File: config.mk
export PLATFORM = sky130hd
export DESIGN_NAME = fifo_drain_arbiter_flat
export DESIGN_NICKNAME = d
export VERILOG_FILES = /design/src/rtl/fifo_drain_arbiter_if.sv /design/src/rtl/fifo_drain_arbiter.sv /design/src/flat_wrapper.sv
export SDC_FILE = /design/constraint.sdc
export NUM_CORES = 1
export LEC_CHECK = 0
export CAP_MARGIN = 20
export CORE_AREA = 2 2 68 70
export DETAILED_ROUTE_END_ITERATION = 8
export DIE_AREA = 0 0 70 72
export GPL_ROUTABILITY_DRIVEN = 0
export SETUP_SLACK_MARGIN = 0.2
export SLEW_MARGIN = 20
export SYNTH_ARGS = -nofsm -noshare
export SYNTH_HDL_FRONTEND = slang
export SYNTH_SLANG_ARGS = --single-unit
File: constraint.sdc
create_clock -name clk -period 1.9 [get_ports clk]
set_input_delay 0.19 -clock clk [delete_from_list [all_inputs] [get_ports clk]]
set_output_delay 0.19 -clock clk [all_outputs]
set_load 0.01 [all_outputs]
File: src/rtl/fifo_drain_arbiter_if.sv
// Read-side bus of the multi-FIFO bank: per-FIFO empty/data/pop plus the merged output stream.
// master = arbiter side, slave = FIFO bank / downstream consumer side.
interface fifo_drain_arbiter_if #(
  parameter int unsigned DATA_WIDTH = 8,
  parameter int unsigned NUM_FIFOS  = 4
);
  localparam int unsigned IDW = $clog2(NUM_FIFOS);

  logic [NUM_FIFOS-1:0]            fifo_empty;
  logic [NUM_FIFOS*DATA_WIDTH-1:0] fifo_dout;
  logic [NUM_FIFOS-1:0]            fifo_rd_en;
  logic                            out_valid;
  logic                            out_ready;
  logic [DATA_WIDTH-1:0]           out_data;
  logic [IDW-1:0]                  out_id;

  modport master (
    input  fifo_empty, fifo_dout, out_ready,
    output fifo_rd_en, out_valid, out_data, out_id
  );

  modport slave (
    output fifo_empty, fifo_dout, out_ready,
    input  fifo_rd_en, out_valid, out_data, out_id
  );
endinterface

File: src/rtl/fifo_drain_arbiter.sv
// Round-robin drain scheduler with bounded bursts for the multi-FIFO bank.
// Define FIFO_ARB_STRICT_PRIO_EN for fixed lowest-index-first priority instead.
module fifo_drain_arbiter #(
  parameter int unsigned DATA_WIDTH = 8,
  parameter int unsigned NUM_FIFOS  = 4,
  parameter int unsigned MAX_BURST  = 4,
  localparam int unsigned IDW = $clog2(NUM_FIFOS)
) (
  input  logic                 clk,
  input  logic                 rst_n,
  input  logic                 enable,
  fifo_drain_arbiter_if.master bus,
  output logic                 busy
);

  localparam int unsigned BW = $clog2(MAX_BURST + 1);

  typedef enum logic [0:0] {StIdle, StBurst} state_e;

  state_e         state_q;
  logic [IDW-1:0] own_q;
  logic [IDW-1:0] last_q;
  logic [BW-1:0]  bcnt_q;
  logic [IDW-1:0] sel;
  logic           found;
  logic           slot_free;
  logic           load;

  assign found     = ~&bus.fifo_empty;
  assign slot_free = !bus.out_valid || bus.out_ready;
  // rst_n gate keeps the pop strobes quiet while reset is held
  assign load      = rst_n && enable && slot_free && found;

`ifdef FIFO_ARB_STRICT_PRIO_EN
  always_comb begin
    sel = '0;
    for (int i = int'(NUM_FIFOS) - 1; i >= 0; i--) begin
      if (!bus.fifo_empty[i]) sel = IDW'(i);
    end
  end

  assign busy = bus.out_valid;
`else
  int base;
  int start;
  int idx;

  // Descending scan so the nearest non-empty FIFO after the start point wins.
  always_comb begin
    sel   = '0;
    base  = (state_q == StBurst) ? int'(own_q) : int'(last_q);
    start = (base + 1 >= int'(NUM_FIFOS)) ? 0 : base + 1;
    idx   = 0;
    for (int k = int'(NUM_FIFOS) - 1; k >= 0; k--) begin
      idx = start + k;
      if (idx >= int'(NUM_FIFOS)) idx = idx - int'(NUM_FIFOS);
      if (!bus.fifo_empty[idx]) sel = IDW'(idx);
    end
    if (state_q == StBurst && !bus.fifo_empty[own_q] && bcnt_q < BW'(MAX_BURST)) begin
      sel = own_q;
    end
  end

  assign busy = (state_q == StBurst);
`endif

  always_comb begin
    bus.fifo_rd_en = '0;
    if (load) bus.fifo_rd_en[sel] = 1'b1;
  end

  always_ff @(posedge clk or negedge rst_n) begin
    if (!rst_n) begin
      state_q       <= StIdle;
      own_q         <= '0;
      last_q        <= '0;
      bcnt_q        <= '0;
      bus.out_valid <= 1'b0;
      bus.out_data  <= '0;
      bus.out_id    <= '0;
    end else begin
      if (load) begin
        bus.out_data  <= bus.fifo_dout[sel*DATA_WIDTH +: DATA_WIDTH];
        bus.out_id    <= sel;
        bus.out_valid <= 1'b1;
      end else if (slot_free) begin
        bus.out_valid <= 1'b0;
      end

      if (!enable) begin
        state_q <= StIdle;
        if (state_q == StBurst) last_q <= own_q;
      end else if (load) begin
        state_q <= StBurst;
        own_q   <= sel;
        // A new grant, or a re-grant of the sole requester after a full burst, restarts the count
        if (state_q == StIdle || sel != own_q || bcnt_q >= BW'(MAX_BURST)) begin
          bcnt_q <= BW'(1);
        end else begin
          bcnt_q <= bcnt_q + 1'b1;
        end
      end else if (state_q == StBurst && !found) begin
        state_q <= StIdle;
        last_q  <= own_q;
      end
    end
  end

endmodule

File: src/flat_wrapper.sv
// flat-port wrapper written by rule: the top's interface ports become plain ports
module fifo_drain_arbiter_flat 
#(
  parameter int unsigned DATA_WIDTH = 8,
  parameter int unsigned NUM_FIFOS  = 4,
  parameter int unsigned MAX_BURST  = 4,
  localparam int unsigned IDW = $clog2(NUM_FIFOS)
)
  (clk, rst_n, enable, busy, bus_fifo_empty, bus_fifo_dout, bus_out_ready, bus_fifo_rd_en, bus_out_valid, bus_out_data, bus_out_id);
  fifo_drain_arbiter_if #(.DATA_WIDTH(DATA_WIDTH), .NUM_FIFOS(NUM_FIFOS)) bus_i ();
  input  logic clk;
  input  logic rst_n;
  input  logic enable;
  output logic busy;
  input wire logic [$bits(bus_i.fifo_empty)-1:0] bus_fifo_empty;
  input wire logic [$bits(bus_i.fifo_dout)-1:0] bus_fifo_dout;
  input wire logic [$bits(bus_i.out_ready)-1:0] bus_out_ready;
  output wire logic [$bits(bus_i.fifo_rd_en)-1:0] bus_fifo_rd_en;
  output wire logic [$bits(bus_i.out_valid)-1:0] bus_out_valid;
  output wire logic [$bits(bus_i.out_data)-1:0] bus_out_data;
  output wire logic [$bits(bus_i.out_id)-1:0] bus_out_id;
  assign bus_i.fifo_empty = bus_fifo_empty;
  assign bus_i.fifo_dout = bus_fifo_dout;
  assign bus_i.out_ready = bus_out_ready;
  assign bus_fifo_rd_en = bus_i.fifo_rd_en;
  assign bus_out_valid = bus_i.out_valid;
  assign bus_out_data = bus_i.out_data;
  assign bus_out_id = bus_i.out_id;
  fifo_drain_arbiter #(.DATA_WIDTH(DATA_WIDTH), .NUM_FIFOS(NUM_FIFOS), .MAX_BURST(MAX_BURST)) u_core (.clk(clk), .rst_n(rst_n), .enable(enable), .bus(bus_i), .busy(busy));
endmodule
Word level (Yosys, flattened, before mapping)
Cells that the tools add are included.
{ "word_totals": {"word_cells": 92, "in_bits": 40, "register_bits": 19} }
{ "op_classes": {"magnitude_cmp": 14, "bitwise": 1, "shift": 1, "n_reduce_logical": 18, "n_eq_ne": 4, "addsub": 9, "mux": 38} }
{ "ops": {"columns": ["op", "count"], "rows": [
  ["32-bit by 4-bit greater-or-equal comparator with 1-bit output, second input constant", 5],
  ["32-bit two-way mux", 5],
  ["32-bit by 4-bit < comparator with 1-bit output, second input constant", 4],
  ["32-bit by 4-bit subtractor with 32-bit output, second input constant", 4],
  ["32-bit by 2-bit adder with 32-bit output, second input constant", 2],
  ["32-bit by 3-bit adder with 32-bit output, second input constant", 2],
  ["32-bit by 6-bit variable part select with 8-bit output", 1],
  ["2-bit two-way mux", 10],
  ["1-bit two-way mux", 15],
  ["1-bit binary-select mux with 2-bit select", 5],
  ["1-bit logical AND", 7],
  ["2-bit by 3-bit < comparator with 1-bit output, second input constant", 2],
  ["4-bit two-way mux", 1],
  ["4-bit AND reduction", 1],
  ["2-bit nonzero test", 2],
  ["3-bit by 1-bit adder with 3-bit output, second input constant", 1],
  ["3-bit greater-or-equal comparator, second input constant", 1],
  ["1-bit zero test", 3],
  ["1-bit logical OR", 3],
  ["3-bit < comparator, second input constant", 1],
  ["3-bit two-way mux", 1],
  ["3-bit by 1-bit inequality test with 1-bit output, second input constant", 1],
  ["3-bit AND reduction", 1],
  ["1-bit demux with 2-bit select", 1],
  ["6 further kinds", 6]
]} }

Depth between registers and ports, before layout
{ "depth": {"depth_word": 20, "ltp_mapped": 9} }

Worst setup path before layout
Ideal clock, no wire load.
{ "synth_timing": {"path_kind": "reg-to-output", "startpoint": "register u_core.state_q, in the netlist u_core.busy", "endpoint": "output port bus_fifo_rd_en[2]", "path_buffers": 2, "slack_ns": -0.311, "t_required_ns": 1.710, "arrival_time_ns": 2.021, "path_stages_with_launch": 8, "cell_sequence": "dfrtp_1 > mux2_2 > a31o_2 > a211o_2 > a21o_1 > buf_2 > buf_6 > nor2b_1"} }
{ "synth_between": {"elab_chain_cells": 20, "elab_cells_between_ends": 44} }
{ "synth_lines": {"columns": ["item", "line_no", "source"], "rows": [
  ["from (decl)", "fifo_drain_arbiter.sv:20", "state_e state_q;"],
  ["from (signal assigned)", "fifo_drain_arbiter.sv:74", "state_q <= StIdle;"],
  ["from (signal assigned)", "fifo_drain_arbiter.sv:91", "state_q <= StIdle;"],
  ["from (signal assigned)", "fifo_drain_arbiter.sv:94", "state_q <= StBurst;"],
  ["2-bit two-way mux", "fifo_drain_arbiter.sv:51", "base = (state_q == StBurst) ? int'(own_q) : int'(last_q);"],
  ["32-bit by 2-bit adder with 32-bit output", "fifo_drain_arbiter.sv:52", "start = (base + 1 >= int'(NUM_FIFOS)) ? 0 : base + 1;"],
  ["32-bit by 4-bit greater-or-equal comparator with 1-bit output", "fifo_drain_arbiter.sv:52", null],
  ["32-bit two-way mux", "fifo_drain_arbiter.sv:52", null],
  ["32-bit by 3-bit adder with 32-bit output", "fifo_drain_arbiter.sv:55", "idx = start + k;"],
  ["32-bit by 4-bit subtractor with 32-bit output or 32-bit by 4-bit greater-or-equal comparator with 1-bit output (tied branches)", "fifo_drain_arbiter.sv:56", "if (idx >= int'(NUM_FIFOS)) idx = idx - int'(NUM_FIFOS);"],
  ["32-bit two-way mux", "fifo_drain_arbiter.sv:56", null],
  ["1-bit binary-select mux with 2-bit select", "fifo_drain_arbiter.sv:57", "if (!bus.fifo_empty[idx]) sel = IDW'(idx);"],
  ["1-bit two-way mux (not written as such) (2 in a row)", "fifo_drain_arbiter.sv:57", null],
  ["2-bit two-way mux (4 in a row)", "fifo_drain_arbiter.sv:57", null],
  ["2-bit two-way mux (*)", "fifo_drain_arbiter.sv:59", "if (state_q == StBurst && !bus.fifo_empty[own_q] && bcnt_q < BW'(MAX_BURST)) begin"],
  ["2-bit by 3-bit < comparator with 1-bit output (not written as such) or 2-bit by 1-bit greater-or-equal comparator with 1-bit output (tied branches)", "fifo_drain_arbiter.sv:69", "if (load) bus.fifo_rd_en[sel] = 1'b1;"],
  ["1-bit logical AND (not written as such)", "fifo_drain_arbiter.sv:69", null],
  ["1-bit two-way mux (not written as such)", "fifo_drain_arbiter.sv:69", null],
  ["1-bit demux with 2-bit select (*)", null, null],
  ["4-bit two-way mux (*)", "fifo_drain_arbiter.sv:69", null],
  ["to (decl)", "flat_wrapper.sv:18", "output wire logic [$bits(bus_i.fifo_rd_en)-1:0] bus_fifo_rd_en;"]
]} }
Every way passes the cells marked *; elsewhere a longest branch is shown, timed or not. The select of a mux whose other input is x is not followed.

Final worst setup path
Same ends and word-level chain as after synthesis.

==> flow_metrics.tcl <==
set metrics [dict create \
    route.detailed.drc 0 \
    crit_chain "mux2_4 > and3_4 > o31a_4 > o32ai_4 > buf_6 > buf_6 > nor2b_4 > buf_6" \
    multi_input_comb_area_um2 911 \
    fillers 360 \
    reg2reg_depth 10 \
    synthCells 122 \
    hold_violations 0 \
    vias_per_cell 5.38 \
    crit_path_end "bus_fifo_rd_en[2]" \
    design.die.area_um2 5040 \
    r2r_slack_ps -500 \
    ys.flop_type "dfrtp_1" \
    violations "negative setup slack" \
    r2r_start "u_core.busy$_DFFE_PN0P_" \
    dr_wl_met3_um 266 \
    die_w_um 70 \
    finalClockSkew_ps 3.83 \
    grt_pass1_vias 1508 \
    io_pins 56 \
    num_antenna_cells 0 \
    slowest_stage "dfrtp_2" \
    wl_per_cell_um 16.5 \
    cap_violations 0 \
    grt_pass1_wl_mm 7.06 \
    timing.final.setup_violations 19 \
    vias 1389 \
    initial_core_util_pct 29.1 \
    final.min_clock_period_ps 2410 \
    highest_layer "met4" \
    clockBufferDepth 2 \
    start_kind "flip-flop" \
    track_usage_pct 17.4 \
    fmax_mhz 415 \
    root_buffer "clkbuf_8" \
    syn_area_um2 1240 \
    r2r-end "u_core.bcnt_q[1]$_DFFE_PN0P_" \
    overflow 0 \
    worst_slack_ps -507 \
    relSlewSlack_pct 79.5 \
    yosysUniqueCellTypes 39 \
    cts_tree "done" \
    io_buffers 55 \
    cp.required_ps 1710 \
    synth-seq-cells 19 \
    fp.coreArea_um2 4260 \
    postSynthNetCount 163 \
    clock_sinks 19 \
    seq_area_um2 477 \
    wl_met1_mm 1.73 \
    crit_start "u_core.busy$_DFFE_PN0P_" \
    maxSlewViolCount 0 \
    crit_path_max_incr_delay_ps 450 \
    wl_mm 4.25 \
    dr_wl_met2_mm 2.11 \
    clock_latency_ps 260 \
    critical_path_class "reg -> out" \
    nNetsFinal 248 \
    die_y_um 72 \
    tightest_slew_ps 307 \
    numCtsBuffers 3 \
    h-tree-depth 1 \
    cp.arrival_ps 2220 \
    ant_nets 0 \
    antenna_found_initial 0 \
    yosys_warnings 0 \
    leakage_nw 0.974 \
    worst_setup_path_end_kind "output pin" \
    firstDrtPassIters 4 \
    drt-initial-drc-count 40 \
    crit_fanout 5 \
    syn_area_per_cell_um2 10.2 \
    synth_edf_count 0 \
    setup_tns_ps -6370 \
    hp-class "in -> async" \
    yosysSeqAreaShare_pct 38.3 \
    async_flop_share_pct 100 \
    clk_pin_slew_worst_paths_ps 80 \
    peakVddDrop_uv 702 \
    min_period_over_period_pct 127 \
    area_growth_pct 95.3 \
    grt_max_degree 19 \
    pwr_density_cell_nw_per_um2 1250 \
    hpwl_mm 2.96 \
    rsz0062_at_grt "yes" \
    cpMostUsedCell "buf_6" \
    preCtsSetupSlack_ps -702 \
    status "finished, violations left" \
    drive_gt1_share_pct 41.3 \
    num_rows 24 \
]
## worst max-delay path: cells and delay by family, from the launching register on
| kind | cells | cell delay (ps) |
|---|---|---|
| DFF | 1 | 450 |
| muxes | 1 | 350 |
| buffers and inverters | 3 | 350 |
| and+or+nand+nor | 2 | 310 |
| AOI/OAI and AO/OA | 2 | 500 |
## state kept, by name, indices dropped and copies added, names as in the netlist
signal,cells
u_core.last_q,2
u_core.bus.out_data,8
u_core.busy,1
u_core.own_q,2
u_core.bus.out_id,2
u_core.bus.out_valid,1
u_core.bcnt_q,3
## where the power goes
group	internal, mW	switching (mW)
Clock	0.146	0.143
Sequential	0.559	0.115
Combinational	1.21	0.863
## logic make-up (layout without fill, tap and decap cells)
kind of cell	count (synthesis)	after routing	synth area share [%]
compound gates	49	49	32.4
fa+ha+maj	1	1	1.01
buf+inv	11	95	5.64
flops	19	19	38.3
mux	7	7	6.55
simple gates	35	35	16.1
## layer usage
metal  global-route usage, %  vias up
met3                    3.06       14
met4                    8.76        0
li1                        -      648
met2                    31.2       68
met5                       0        -
met1                    20.2      659
## placed cells by master (no fill, tap or decap), drive strengths merged, types with 3 or more instances in the layout
master	Yosys	routed
a21oi	8	8
and2b	3	3
and3	4	4
buf	8	38
clkbuf	2	4
clkdlybuf4s50	0	51
dfrtp	19	19
mux2	6	6
nand2	10	10
nand3	4	4
nor2	4	4
o21ai	3	3
o21bai	8	8
o221ai	8	8
o32ai	9	9
## through the flow
step	instance area [um^2]	util (%)	hold WS, ps	power (mW)	cells
2_1_floorplan	1330	-	-106	1.64	122
3_3_place_gp	2060	48.2	396	2.17	246
3_5_place_dp	2060	48.2	397	2.22	246
4_1_cts	2320	54.5	119	2.84	255
5_1_grt	2430	56.9	133	3.22	258
6_report	2430	56.9	128	3.04	258
## repair_timing
action / CTS / global route
endpoints found under the hold margin: 0 / 0
hold buffers: 0 / 0
gates resized for setup: 50 / 10
buffers inserted: 4 / 2
pin swaps: 11 / 7
cloned: 1 / 1
endpoints found under the setup margin: 19 / 19
## area by class of cell
class	count	share of cell area (%)
Clock buffer	3	1.70
Clock inverter	1	0.206
Inverter	1	0.155
Multi-Input combinational cell	92	37.5
Sequential cell	19	19.6
Tap cell	52	2.68
Timing Repair Buffer	90	38.1
## how the worst min path moves through the flow
stage / from / end / slack [ps] / cells after the start
2_1_floorplan: rst_n / u_core.bcnt_q[0]$_DFFE_PN0P_ / -110 / 0
3_3_place_gp: rst_n / u_core.bus.out_valid$_DFFE_PN0P_ / 400 / 1
3_5_place_dp: rst_n / u_core.bus.out_valid$_DFFE_PN0P_ / 400 / 1
4_1_cts: rst_n / u_core.bus.out_valid$_DFFE_PN0P_ / 120 / 1
5_1_grt: rst_n / u_core.bus.out_valid$_DFFE_PN0P_ / 130 / 1
6_report: rst_n / u_core.bus.out_valid$_DFFE_PN0P_ / 130 / 1
## cells in the mapped netlist, types with 2 or more instances
cell type  number  area share (%)
o21a_1          2             1.2
a32o_1          2             1.6
o21bai_1        8             4.8
nand3_1         4             1.6
a21oi_1         8             3.2
o32ai_1         8             5.6
nor2b_1         2             1.0
buf_6           3             2.7
nor2_1          4             1.2
and2b_2         3             2.1
buf_2           5             2.0
o21ai_0         3             1.2
nand2_1        10             3.0
mux2_2          5             4.5
dfrtp_1        19              38
clkbuf_1        2            0.60
a21o_1          2             1.2
and3_2          3             1.8
nor3b_1         2             1.2
o221ai_1        8             5.6
(Power assumes the default switching activity.)
